`config.mk`:
```
export PLATFORM = sky130hd
export DESIGN_NAME = seg_7_capture
export DESIGN_NICKNAME = d
export VERILOG_FILES = /design/src/rtl/seg7_pkg.sv /design/src/rtl/seg7_decode.sv /design/src/rtl/seg_7_capture.sv
export SDC_FILE = /design/constraint.sdc
export NUM_CORES = 1
export LEC_CHECK = 0
export CORE_MARGIN = 3
export CORE_UTILIZATION = 49
export CTS_BUF_LIST = sky130_fd_sc_hd__clkbuf_16
export DETAILED_ROUTE_END_ITERATION = 10
export GPL_TIMING_DRIVEN = 0
export PLACE_DENSITY = 0.69
export SLEW_MARGIN = 10
export SYNTH_ARGS = -nofsm -noshare
export SYNTH_HDL_FRONTEND = slang
export SYNTH_HIERARCHICAL = 1
export SYNTH_SLANG_ARGS = --single-unit
```
`constraint.sdc`:
```
create_clock -name clk -period 7.6 [get_ports clk]
set_clock_uncertainty 0.1 [all_clocks]
set_input_delay 0.76 -clock clk [delete_from_list [all_inputs] [get_ports clk]]
set_output_delay 0.76 -clock clk [all_outputs]
set_load 0.02 [all_outputs]
```
`src/rtl/seg7_pkg.sv`:
```
// Shared definitions for the 7-segment capture block and the display driver.
// Holds the active-low hex segment patterns (seg[0]=a ... seg[6]=g), the
// capture FSM state encoding and the anode helper functions.
package seg7_pkg;

  // Active-low segment patterns for hex digits 0..F, indexed by nibble value.
  localparam logic [6:0] SegTable [16] = '{
    7'b1000000, 7'b1111001, 7'b0100100, 7'b0110000,
    7'b0011001, 7'b0010010, 7'b0000010, 7'b1111000,
    7'b0000000, 7'b0010000, 7'b0001000, 7'b0000011,
    7'b1000110, 7'b0100001, 7'b0000110, 7'b0001110
  };

  typedef enum logic [1:0] {
    StIdle   = 2'd0,
    StSettle = 2'd1,
    StHold   = 2'd2
  } state_e;

  // Anodes are active-low; exactly one driven digit is a legal frame slot.
  function automatic logic an_legal(input logic [3:0] an);
    return ($countones(~an) == 1);
  endfunction

  // Slot index of the single active anode; only meaningful when an_legal().
  function automatic logic [1:0] an_index(input logic [3:0] an);
    case (an)
      4'b1110: return 2'd0;
      4'b1101: return 2'd1;
      4'b1011: return 2'd2;
      4'b0111: return 2'd3;
      default: return 2'd0;
    endcase
  endfunction

  // Encoder used by the display driver, sharing the same table.
  function automatic logic [6:0] hex_to_seg(input logic [3:0] nibble);
    return SegTable[nibble];
  endfunction

endpackage

```
`src/rtl/seg7_decode.sv`:
```
// Combinational segment decoder.
// Ports:
//   i_seg    - active-low segment pattern, seg[0]=a ... seg[6]=g
//   o_legal  - 1 when i_seg matches one of the 16 hex patterns
//   o_nibble - decoded hex value (0 when not legal)
module seg7_decode
  import seg7_pkg::*;
(
  input  logic [6:0] i_seg,
  output logic       o_legal,
  output logic [3:0] o_nibble
);

  always_comb begin
    o_legal  = 1'b0;
    o_nibble = 4'h0;
    for (int i = 0; i < 16; i++) begin
      if (i_seg == SegTable[i]) begin
        o_legal  = 1'b1;
        o_nibble = 4'(i);
      end
    end
  end

endmodule

```
`src/rtl/seg_7_capture.sv`:
```
// Reconstructs the hex value shown on a multiplexed 4-digit 7-segment display
// by watching its anode/segment/dp lines.
// Ports:
//   clk, rst_n       - system clock, synchronous active-low reset
//   seg[6:0], dp     - active-low segment bus and decimal point
//   an[3:0]          - active-low anodes, an[0] = least-significant digit
//   x_out[15:0]      - captured value, digit k in x_out[4k+3:4k]
//   dp_out[3:0]      - captured decimal points, 1 = lit
//   valid            - x_out holds a complete, non-timed-out frame
//   frame_done       - one-cycle pulse when x_out is updated
//   err              - one-cycle pulse when a settled digit has an illegal pattern
module seg_7_capture
  import seg7_pkg::*;
#(
  parameter int unsigned SETTLE_CYCLES  = 16,  // must be >= 2
  parameter int unsigned TIMEOUT_CYCLES = 2**20
) (
  input  logic        clk,
  input  logic        rst_n,
  input  logic [6:0]  seg,
  input  logic [3:0]  an,
  input  logic        dp,
  output logic [15:0] x_out,
  output logic [3:0]  dp_out,
  output logic        valid,
  output logic        frame_done,
  output logic        err
);

  localparam int unsigned CntW = $clog2(SETTLE_CYCLES + 1);
  localparam int unsigned ToW  = $clog2(TIMEOUT_CYCLES + 1);

  logic [6:0]    r_seg, r_seg_p;
  logic [3:0]    r_an, r_an_p;
  logic          r_dp, r_dp_p;
  state_e        r_state, w_state_d;
  logic [CntW-1:0] r_cnt, w_cnt_d;
  logic [ToW-1:0]  r_to_cnt, w_to_cnt_d;
  logic [3:0]    r_seen, w_seen_d;
  logic [15:0]   r_slot_x, w_slot_x_d;
  logic [3:0]    r_slot_dp, w_slot_dp_d;
  logic [15:0]   r_x, w_x_d;
  logic [3:0]    r_dpo, w_dpo_d;
  logic          r_valid, w_valid_d;
  logic          r_fd, w_fd_d;
  logic          r_err, w_err_d;

  logic          w_legal;
  logic [3:0]    w_nibble;
  logic          w_an_ok, w_same, w_sample, w_samp_ok;
  logic [1:0]    w_idx;

  seg7_decode u_decode (
    .i_seg    (r_seg),
    .o_legal  (w_legal),
    .o_nibble (w_nibble)
  );

  assign w_an_ok   = an_legal(r_an);
  assign w_idx     = an_index(r_an);
  assign w_same    = (r_an == r_an_p) && (r_seg == r_seg_p) && (r_dp == r_dp_p);
  assign w_samp_ok = w_sample && w_legal;

  // Capture FSM: counter holds the number of stable cycles seen so far; the
  // sample fires on the clock where it would reach SETTLE_CYCLES-1.
  always_comb begin
    w_state_d = r_state;
    w_cnt_d   = r_cnt;
    w_sample  = 1'b0;
    case (r_state)
      StIdle: begin
        if (w_an_ok) begin
          w_state_d = StSettle;
          w_cnt_d   = '0;
        end
      end
      StSettle: begin
        if (!w_an_ok) begin
          w_state_d = StIdle;
        end else if (!w_same) begin
          w_cnt_d = '0;
        end else if (r_cnt == CntW'(SETTLE_CYCLES - 2)) begin
          w_sample  = 1'b1;
          w_state_d = StHold;
        end else begin
          w_cnt_d = r_cnt + CntW'(1);
        end
      end
      StHold: begin
        // Only an anode change leaves HOLD; segment changes are ignored.
        if (r_an != r_an_p) begin
          w_state_d = w_an_ok ? StSettle : StIdle;
          w_cnt_d   = '0;
        end
      end
      default: w_state_d = StIdle;
    endcase
  end

  always_comb begin
    w_seen_d    = r_seen;
    w_slot_x_d  = r_slot_x;
    w_slot_dp_d = r_slot_dp;
    w_x_d       = r_x;
    w_dpo_d     = r_dpo;
    w_valid_d   = r_valid;
    w_fd_d      = 1'b0;
    w_err_d     = w_sample && !w_legal;
    w_to_cnt_d  = r_to_cnt;

    if (r_seen == 4'hF) begin
      w_x_d     = r_slot_x;
      w_dpo_d   = r_slot_dp;
      w_fd_d    = 1'b1;
      w_valid_d = 1'b1;
      w_seen_d  = 4'h0;
    end

    // Saturating idle counter; expiry drops valid and any partial frame.
    if (w_samp_ok) begin
      w_to_cnt_d = '0;
    end else if (r_to_cnt != ToW'(TIMEOUT_CYCLES)) begin
      w_to_cnt_d = r_to_cnt + ToW'(1);
      if (r_to_cnt == ToW'(TIMEOUT_CYCLES - 1)) begin
        w_valid_d = 1'b0;
        w_seen_d  = 4'h0;
      end
    end

    if (w_samp_ok) begin
      w_slot_x_d[{w_idx, 2'b00} +: 4] = w_nibble;
      w_slot_dp_d[w_idx]              = ~r_dp;
      w_seen_d[w_idx]                 = 1'b1;
    end
  end

  always_ff @(posedge clk) begin
    if (!rst_n) begin
      r_seg     <= 7'h7F;
      r_seg_p   <= 7'h7F;
      r_an      <= 4'hF;
      r_an_p    <= 4'hF;
      r_dp      <= 1'b1;
      r_dp_p    <= 1'b1;
      r_state   <= StIdle;
      r_cnt     <= '0;
      r_to_cnt  <= '0;
      r_seen    <= 4'h0;
      r_slot_x  <= 16'h0000;
      r_slot_dp <= 4'h0;
      r_x       <= 16'h0000;
      r_dpo     <= 4'h0;
      r_valid   <= 1'b0;
      r_fd      <= 1'b0;
      r_err     <= 1'b0;
    end else begin
      r_seg     <= seg;
      r_seg_p   <= r_seg;
      r_an      <= an;
      r_an_p    <= r_an;
      r_dp      <= dp;
      r_dp_p    <= r_dp;
      r_state   <= w_state_d;
      r_cnt     <= w_cnt_d;
      r_to_cnt  <= w_to_cnt_d;
      r_seen    <= w_seen_d;
      r_slot_x  <= w_slot_x_d;
      r_slot_dp <= w_slot_dp_d;
      r_x       <= w_x_d;
      r_dpo     <= w_dpo_d;
      r_valid   <= w_valid_d;
      r_fd      <= w_fd_d;
      r_err     <= w_err_d;
    end
  end

  assign x_out      = r_x;
  assign dp_out     = r_dpo;
  assign valid      = r_valid;
  assign frame_done = r_fd;
  assign err        = r_err;

endmodule
```
==> impl_metrics.json <==
{
  "grt_max_degree": 17,
  "vdd_drop_max_mv": 0.1115,
  "chipWidth_um": 102.8,
  "finalCritPeriodShare_pct": 40.82,
  "drv_slew": 0,
  "syn2layout_area_growth_pct": 17.18,
  "final_cells": 682,
  "synth_area_um2": 4589,
  "cp_num_buf_inv": 4,
  "layout_setup_ws_ns": 4.497,
  "multi_input_comb_area_um2": 2419,
  "postCtsHoldBufs": 0,
  "p_per_area_nw_per_um2": 197.9,
  "synth-edff-count": 0,
  "rows": 34,
  "fin_nets": 600,
  "synthCells": 523,
  "synthFlopType": "dfxtp_1",
  "synth.avg_cell_area_um2": 8.775,
  "cts.sinks": 99,
  "antenna_cells": 0,
  "grt_pass1_wl_um": 16240,
  "cp_cell_sequence": "fa_1, inv_1, ha_1, ha_1, or4b_4, nor2b_4, buf_6, and2_1, buf_4, a21o_2, buf_6, nor2_1",
  "tns_ns": 0,
  "async_reset_ff_share_pct": 0,
  "drive_gt1_share_pct": 6.446,
  "ys_ff_latch": 99,
  "postCtsSetupRepairBufs": 0,
  "clk_pin_slew_worst_paths_ns": 0.06,
  "path_class": "register to register",
  "die_area_um2": 10560,
  "cts_tree": "done",
  "p_leak_nw": 2.005,
  "via_per_inst": 5.472,
  "crit_required_ns": 7.74,
  "cts_inserted_buffers": 9,
  "cts.repair.resized": 0,
  "num-fill-cells": 778,
  "port_buffers": 36,
  "dp_hpwl_um": 7031,
  "root_buffer": "clkbuf_16",
  "critical-path-max-stage-delay_ns": 0.57,
  "ios": 37,
  "final_util_pct": 60.48,
  "antenna_found_initial": 0,
  "dp.cells": 667,
  "ys_warn_count": 6,
  "antenna_left": 0,
  "hp-class": "register to register",
  "grt_overflow_total": 0,
  "clock_latency_ns": 0.34,
  "place.gp.congestion": 0.8325,
  "dr.pass1.iters": 5,
  "status": "complete, no violations",
  "mostFrequentLayoutCell": "dfxtp_1",
  "wl_um": 9624,
  "die_height_um": 102.8,
  "first_iter_violations": 103,
  "grt_pass1_vias": 3546,
  "setup_violations": 0,
  "start_util_pct": 51.62,
  "slowest_stage": "or4b_4",
  "max_freq_ghz": 0.3223,
  "final_area_um2": 5378,
  "worstPathArrival_ns": 3.24,
  "vias": 3732,
  "place_ws_ns": 4.499,
  "maxCapViolations": 0,
  "crit_path_start": "r_an[0]",
  "synth_cell_types": 56,
  "max_slew_margin_pct": 39.91,
  "syn_nets": 553,
  "rsz0062_at_grt": "no",
  "worst_pin_slew_ns": 0.8901,
  "htreeDepth": 3,
  "hp-start": "x_out[15]",
  "drc": 0,
  "grt_usage_pct": 19.42,
  "place_area_um2": 5085,
  "coreArea_um2": 8891,
  "post-route-min-period_ns": 3.103,
  "hold_viol_final": 0,
  "path_delay_family": "adder cells",
  "path_max_fanout": 10,
  "ys_seq_area_share_pct": 43.18,
  "register_area_um2": 1982,
  "startpoint_type": "register",
  "wl_per_cell_um": 14.11,
  "critPathCaptureType": "register",
  "r2r_start": "r_an[0]",
  "final_cell_mix": "dfxtp_1, nand2_1, nor2_1",
  "cts_buffer_depth": 2
}
-- stage by stage --
stage	hold WS, ns	power, mW
after floorplan	0.3314	0.6054
after global placement	0.3432	0.6274
after detailed placement	0.3453	0.6296
after CTS	0.3541	1.076
after global routing	0.3773	1.103
final	0.3532	1.064
-- worst paths after layout --
| kind | end | slack, ns | cells after the start |
|---|---|---|---|
| min | x_out[15] | 0.35 | 2 |
| min reg2reg | x_out[15] | 0.35 | 2 |
| max reg2reg | r_to_cnt[11] | 4.50 | 12 |
| max | r_to_cnt[11] | 4.50 | 12 |
-- cells by family (layout without fill, tap and decap cells) --
kind of cell	count (synthesis)	after routing	share of synthesized area (%)
AND/OR/NAND/NOR	251	251	28.49
flip-flops	99	99	43.18
AO/OA/AOI/OAI	61	61	8.397
buffers and inverters	40	91	4.116
XOR/XNOR	35	35	6.679
multiplexers	21	21	4.607
adder cells (fa/ha/maj)	16	16	4.526
-- per-layer routing --
layer	vias to the layer above	wire length, µm	track usage [%]
li1	1905	-	-
met1	1722	4229	23.59
met2	87	4752	33.81
met3	18	430	3.992
met4	0	211	7.470
met5	-	0	0
-- power by group --
group	total (mW)	switching, mW	leakage, nW	internal [mW]
clock network	0.446	0.192	0.137	0.254
registers	0.537	0.0100	0.804	0.527
logic	0.0817	0.0473	1.06	0.0344
-- synthesized netlist by cell type, drive strengths merged, types with 3 or more instances --
master  count  area [µm²]
dfxtp      99        1982
nand2      79       296.5
nor2       44       165.2
nand3      36       180.2
a21oi      30       150.1
nand2b     23       143.9
xnor2      22       192.7
mux2i      20       200.2
ha         15       187.7
inv        15       56.30
nand4      15       106.4
buf        13       87.57
xor2       13       113.9
clkbuf     12       45.04
nor4       11       83.83
o21ai       7       35.03
nor3        6       30.03
nor2b       5       38.78
nor3b       5       37.54
and2        4       25.02
and4        4       35.03
nor4b       4       35.03
a311oi      3       26.28
a31oi       3       18.77
and4b       3       30.03
o211ai      3       22.52
or3         3       18.77
-- area by class of cell --
cell class | instances | area share, %
Clock buffer | 9 | 4.188
Multi-Input combinational cell | 384 | 44.97
Inverter | 15 | 1.047
Sequential cell | 99 | 36.85
Tap cell | 108 | 2.513
Buffer | 25 | 2.466
Clock inverter | 6 | 1.256
Timing Repair Buffer | 36 | 6.701
-- state kept, by name, summed over array words and instances, names as in the netlist, 2 cells and up --
name and cells:
r_to_cnt 21, r_slot_x 16, x_out 16, r_seg 7, r_seg_p 7, r_cnt 5
dp_out 4, r_an 4, r_an_p 4, r_seen 4, r_slot_dp 4, r_state 2
-- worst reg2reg max path, cell delays in order (launching register included) --
cell and delay, ns:
dfxtp_1 0.38, fa_1 0.55, inv_1 0.04, ha_1 0.17
ha_1 0.29, or4b_4 0.57, nor2b_4 0.13, buf_6 0.13
and2_1 0.12, buf_4 0.14, a21o_2 0.18, buf_6 0.15
nor2_1 0.05
(Power assumes the default switching activity.)
